===== src/rtl/cu_id_queue.sv =====
// RV32I instruction-decode stage: decodes fetch words on entry and buffers the
// decoded fields in a DEPTH-entry FIFO presented to the CU over valid/ready.
module cu_id_queue #(
    parameter int XLEN  = 32,
    parameter int DEPTH = 2,
    localparam int SHW  = $clog2(XLEN)
) (
    input  logic                       soc_clk,
    input  logic                       IDU_reset_n,
    input  logic                       in_valid,
    output logic                       in_ready,
    input  logic [31:0]                in_instr,
    input  logic [XLEN-1:0]            in_pc,
    input  logic                       IDU_stall,
    input  logic                       flush,
    output logic                       out_valid,
    input  logic                       out_ready,
    output logic [XLEN-1:0]            out_pc,
    output logic [6:0]                 out_opcode,
    output logic [2:0]                 out_funct3,
    output logic [6:0]                 out_funct7,
    output logic [4:0]                 rd,
    output logic [4:0]                 rs1,
    output logic [4:0]                 rs2,
    output logic [SHW-1:0]             shamt,
    output logic [XLEN-1:0]            imm,
    output logic [2:0]                 fmt,
    output logic                       invalid_instruction,
    output logic [15:0]                err_count,
    output logic [$clog2(DEPTH+1)-1:0] count
);

    localparam int CNTW = $clog2(DEPTH + 1);
    localparam int PTRW = (DEPTH > 1) ? $clog2(DEPTH) : 1;
    localparam int ENTW = XLEN + 7 + 3 + 7 + 5 + 5 + 5 + SHW + XLEN + 3;

    localparam logic [2:0] FMT_R   = 3'd0;
    localparam logic [2:0] FMT_I   = 3'd1;
    localparam logic [2:0] FMT_S   = 3'd2;
    localparam logic [2:0] FMT_B   = 3'd3;
    localparam logic [2:0] FMT_U   = 3'd4;
    localparam logic [2:0] FMT_J   = 3'd5;
    localparam logic [2:0] FMT_INV = 3'd7;

    function automatic logic [2:0] decode_fmt(input logic [6:0] opc);
        logic [2:0] f;
        case (opc)
            7'b0110111, 7'b0010111: f = FMT_U;
            7'b1101111:             f = FMT_J;
            7'b1100111, 7'b0000011, 7'b0010011,
            7'b0001111, 7'b1110011: f = FMT_I;
            7'b1100011:             f = FMT_B;
            7'b0100011:             f = FMT_S;
            7'b0110011:             f = FMT_R;
            default:                f = FMT_INV;
        endcase
        return f;
    endfunction

    // The 32-bit immediate is assembled first, then sign-extended to XLEN.
    function automatic logic [XLEN-1:0] decode_imm(input logic [31:0] ins);
        logic [31:0]             raw;
        logic signed [XLEN-1:0]  ext;
        case (decode_fmt(ins[6:0]))
            FMT_I:   raw = {{20{ins[31]}}, ins[31:20]};
            FMT_S:   raw = {{20{ins[31]}}, ins[31:25], ins[11:7]};
            FMT_B:   raw = {{19{ins[31]}}, ins[31], ins[7], ins[30:25], ins[11:8], 1'b0};
            FMT_U:   raw = {ins[31:12], 12'b0};
            FMT_J:   raw = {{11{ins[31]}}, ins[31], ins[19:12], ins[20], ins[30:21], 1'b0};
            default: raw = 32'd0;
        endcase
        ext = $signed(raw);
        return ext;
    endfunction

    function automatic logic [PTRW-1:0] ptr_inc(input logic [PTRW-1:0] p);
        logic [PTRW-1:0] n;
        if (p == PTRW'(DEPTH - 1)) begin
            n = {PTRW{1'b0}};
        end else begin
            n = p + PTRW'(1);
        end
        return n;
    endfunction

    logic [ENTW-1:0] entry_mem_r [DEPTH];
    logic [PTRW-1:0] head_r;
    logic [PTRW-1:0] tail_r;
    logic [CNTW-1:0] count_r;
    logic [15:0]     err_count_r;

    logic [2:0]      dec_fmt_s;
    logic [ENTW-1:0] dec_entry_s;
    logic [ENTW-1:0] head_entry_s;
    logic            push_s;
    logic            pop_s;
    logic            ready_s;

    // Decode of the word currently offered by fetch.
    always_comb begin
        dec_fmt_s   = decode_fmt(in_instr[6:0]);
        dec_entry_s = {in_pc, in_instr[6:0], in_instr[14:12], in_instr[31:25],
                       in_instr[11:7], in_instr[19:15], in_instr[24:20],
                       in_instr[20 +: SHW], decode_imm(in_instr), dec_fmt_s};
    end

    // Handshake qualification; reset holds in_ready low while asserted.
    always_comb begin
        ready_s = IDU_reset_n & ~IDU_stall & ~flush & (count_r < CNTW'(DEPTH));
        push_s  = in_valid & ready_s;
        pop_s   = (count_r != {CNTW{1'b0}}) & out_ready & ~IDU_stall;
    end

    // Queue storage: decoded fields land at the tail on every accepted push.
    always_ff @(posedge soc_clk or negedge IDU_reset_n) begin
        if (!IDU_reset_n) begin
            for (int i = 0; i < DEPTH; i++) begin
                entry_mem_r[i] <= {ENTW{1'b0}};
            end
        end else if (push_s) begin
            entry_mem_r[tail_r] <= dec_entry_s;
        end
    end

    // Pointers and occupancy; flush wins over any push or pop.
    always_ff @(posedge soc_clk or negedge IDU_reset_n) begin
        if (!IDU_reset_n) begin
            head_r  <= {PTRW{1'b0}};
            tail_r  <= {PTRW{1'b0}};
            count_r <= {CNTW{1'b0}};
        end else if (flush) begin
            head_r  <= {PTRW{1'b0}};
            tail_r  <= {PTRW{1'b0}};
            count_r <= {CNTW{1'b0}};
        end else begin
            if (push_s) begin
                tail_r <= ptr_inc(tail_r);
            end
            if (pop_s) begin
                head_r <= ptr_inc(head_r);
            end
            case ({push_s, pop_s})
                2'b10:   count_r <= count_r + CNTW'(1);
                2'b01:   count_r <= count_r - CNTW'(1);
                default: count_r <= count_r;
            endcase
        end
    end

    // Saturating count of accepted invalid words; survives flush.
    always_ff @(posedge soc_clk or negedge IDU_reset_n) begin
        if (!IDU_reset_n) begin
            err_count_r <= 16'd0;
        end else if (push_s && (dec_fmt_s == FMT_INV) && (err_count_r != 16'hFFFF)) begin
            err_count_r <= err_count_r + 16'd1;
        end
    end

    assign head_entry_s = entry_mem_r[head_r];
    assign {out_pc, out_opcode, out_funct3, out_funct7, rd, rs1, rs2,
            shamt, imm, fmt} = head_entry_s;
    assign invalid_instruction = (fmt == FMT_INV);
    assign out_valid = (count_r != {CNTW{1'b0}});
    assign in_ready  = ready_s;
    assign count     = count_r;
    assign err_count = err_count_r;

endmodule


===== config.mk =====
export PLATFORM = sky130hd
export DESIGN_NAME = cu_id_queue
export DESIGN_NICKNAME = d
export VERILOG_FILES = /design/src/rtl/cu_id_queue.sv
export SDC_FILE = /design/constraint.sdc
export NUM_CORES = 1
export LEC_CHECK = 0
export CAP_MARGIN = 20
export CORE_AREA = 2 2 177 109
export CTS_CLUSTER_SIZE = 30
export DETAILED_ROUTE_END_ITERATION = 10
export DIE_AREA = 0 0 179 111
export HOLD_SLACK_MARGIN = 0.15
export MAX_ROUTING_LAYER = met4
export PLACE_DENSITY = 0.95
export SLEW_MARGIN = 20
export SYNTH_ARGS = -nofsm -noshare
export SYNTH_HDL_FRONTEND = slang
export SYNTH_SLANG_ARGS = --single-unit

===== constraint.sdc =====
create_clock -name soc_clk -period 5.3 [get_ports soc_clk]
set_clock_uncertainty 0.05 [all_clocks]
set_input_delay 1.06 -clock soc_clk [delete_from_list [all_inputs] [get_ports soc_clk]]
set_output_delay 1.06 -clock soc_clk [all_outputs]
set_load 0.005 [all_outputs]

==> flow_summary.yaml <==
yosys:
  async_flop_share: 1.00
  yosys.area.top_type_share: 0.540
  synth_edf_count: 0
  ys_types: 55
  syn_area_mm2: 0.0101
  synth_nets: 1120
  ys_seq_area_frac: 0.540
  ys_warn_count: 0
  syn_area_per_cell_um2: 9.62
  synth_ff_type: "dfrtp_1"
  syn-instance-count: 1049
  synth_area_leaders: "dfrtp_1 54%, nand2_1 15%, mux2_2 11%, clkbuf_1 1.9%, nor2_1 1.6%"
  synth_top_cell_by_area: "dfrtp_1"
  ys_ff_latch: 218
floorplan:
  die_h_um: 111
  die-area_mm2: 0.0199
  fp.coreArea_mm2: 0.0185
  num_rows: 39
  start_util: 0.546
  boundaryPins: 195
  die_x_um: 179
cts:
  clock_insertion_delay_worst_skew_ps: 500
  ctsHoldBuffers: 0
  postCtsSetupBuffers: 0
  h-tree-depth: 1
  cts-root-buf: "clkbuf_16"
  cts_tree: "done"
  cts_resized: 0
  cts-buffers-inserted: 21
  clkTransAtPathRegs_ps: 60
  clockBufferDepth: 3
  numClockSinks: 218
global_route:
  antenna_found_initial: 0
  track_usage: 0.288
  grt_pass1_vias: 8367
  grt_overflow: 0
  grt_max_degree: 169
  grt_pass1_wl_um: 44100
drt:
  avgRoutedWirePerCell_um: 18.8
  drt-vias-per-instance: 5.76
  firstDrtPassIters: 5
  routed_wl_um: 27600
  first_iter_violations: 961
  ant_nets: 0
  vias: 8442
  drc: 0
cells_and_area:
  postLayoutCellArea_mm2: 0.0129
  drive_above_1_share: 0.146
  n_antenna_cell: 0
  area_growth_pct: 27.7
  nets: 1277
  final_cell_count_no_fill: 1465
critical_path:
  required_ps: 4190
  critPathCaptureType: "output port"
  path_class: "input pin to output port"
  worst_ep_arrival_time_ps: 2830
  cp-start-kind: "input pin"
  cp_max_fo: 5
place:
  place_area_mm2: 0.0122
  placed_cells: 1429
  gp_congestion: 0.864
  portBuffers: 194
  dp_slack_ps: 1300
  dpl.hpwl_um: 17900
sta:
  fin_tns_setup_ps: 0
  fin_ws_ps: 1360
  maxSlewHeadroom: 0.382
  post-route-period-util: 0.742
  setup_viol: 0
  hold-worst-slack_ps: 420
  slew_viol_final: 0
  fmax_ghz: 0.254
  period_needed_ps: 3940
  tightest_slew_ps: 926
  final-hold-violation-count: 0
  rsz0062_at_grt: "false"
status:
  status: "completed"
job:
  drv_cap: 0
pwr:
  leakagePower_nw: 6.17
  power_density_mw_per_mm2: 336
  vdd_drop_max_uv: 263
worst_hold_path:
  hp-class: "flip-flop to flip-flop"
-- cell usage after synthesis, types with 6 or more instances --
library cell / instances
nand2_1: 413
dfrtp_1: 218
mux2_2: 103
clkbuf_1: 52
nor2_1: 43
a21oi_1: 24
nand3_1: 16
nor4_1: 13
o21ai_0: 13
o21ai_1: 13
a22o_1: 12
a211o_1: 11
xor2_1: 11
buf_2: 10
o211ai_2: 10
and2_1: 7
nand4_1: 6
-- cell type report --
cell class	instances	area [um2]
timing repair buffer	205	2070
clock inverter	11	128
inverter	5	18.8
fill	1270	5610
tap	246	308
multi-input combinational	755	4350
sequential	218	5460
clock buffer	25	561
-- kinds of logic after synthesis --
kind of cell               count (synthesis)  synth area share
muxes                                    103             0.115
buffers and inverters                     76            0.0321
AOI/OAI and AO/OA                        109            0.0823
xor gates and xnor gates                  16            0.0139
and+or+nand+nor                          526             0.215
adders and majority gates                  1           0.00124
DFF                                      218             0.540
-- metal layers --
| metal | global-route usage | routed length [um] | vias up |
|---|---|---|---|
| li1 | - | - | 3797 |
| met1 | 0.405 | 11500 | 4120 |
| met2 | 0.423 | 12400 | 466 |
| met3 | 0.0665 | 2930 | 59 |
| met4 | 0.0808 | 695 | 0 |
| met5 | - | 0 | - |
-- metrics by stage --
stage,power (mW),utilization
after global placement,2.78,0.660
after CTS,4.34,0.697
final,4.32,0.697
after global routing,4.51,0.697
after floorplan,2.32,-
after detailed placement,2.83,0.660
-- cells in the final DEF, fill, tap and decap left out, drive strengths merged, types with 4 or more instances in the layout --
| cell type | n |
|---|---|
| nand2 | 414 |
| dfrtp | 218 |
| clkdlybuf4s50 | 193 |
| mux2 | 103 |
| nor2 | 43 |
| o21ai | 27 |
| clkbuf | 25 |
| a21oi | 24 |
| nand3 | 16 |
| nor4 | 13 |
| a22o | 12 |
| o211ai | 12 |
| buf | 12 |
| a211o | 11 |
| xor2 | 11 |
| and2 | 7 |
| inv | 7 |
| nand4 | 6 |
| a22oi | 5 |
| xnor2 | 5 |
| a31oi | 5 |
| a211oi | 5 |
| and3 | 4 |
| clkinv | 4 |
-- registers in the layout (all words and copies together) (netlist names) --
signal	count
count	2
head_r	1
err_count	16
entry_mem_r	198
tail_r	1
-- final timing paths --
path	cells after the start	slack (ps)	endpoint	start
hold / removal	2	420	entry_mem_r[63]	entry_mem_r[63]
setup / recovery	3	1360	in_ready	flush
min in group asynchronous	1	440	entry_mem_r[4]	IDU_reset_n
setup reg to reg	6	2370	entry_mem_r[32]	count[1]
hold reg to reg	2	420	entry_mem_r[63]	entry_mem_r[63]
max in group asynchronous	2	3520	head_r	IDU_reset_n
-- where the power goes --
part	switching [mW]	total, mW	internal, mW
registers	0.121	1.97	1.85
logic	0.359	0.838	0.479
clock network	0.650	1.51	0.861
-- critical path, cell delays in order --
cell and delay [ps]:
clkdlybuf4s50_1 530, nor4b_4 600, clkdlybuf4s50_1 620
Note: power is estimated with default switching activity, not from simulation.
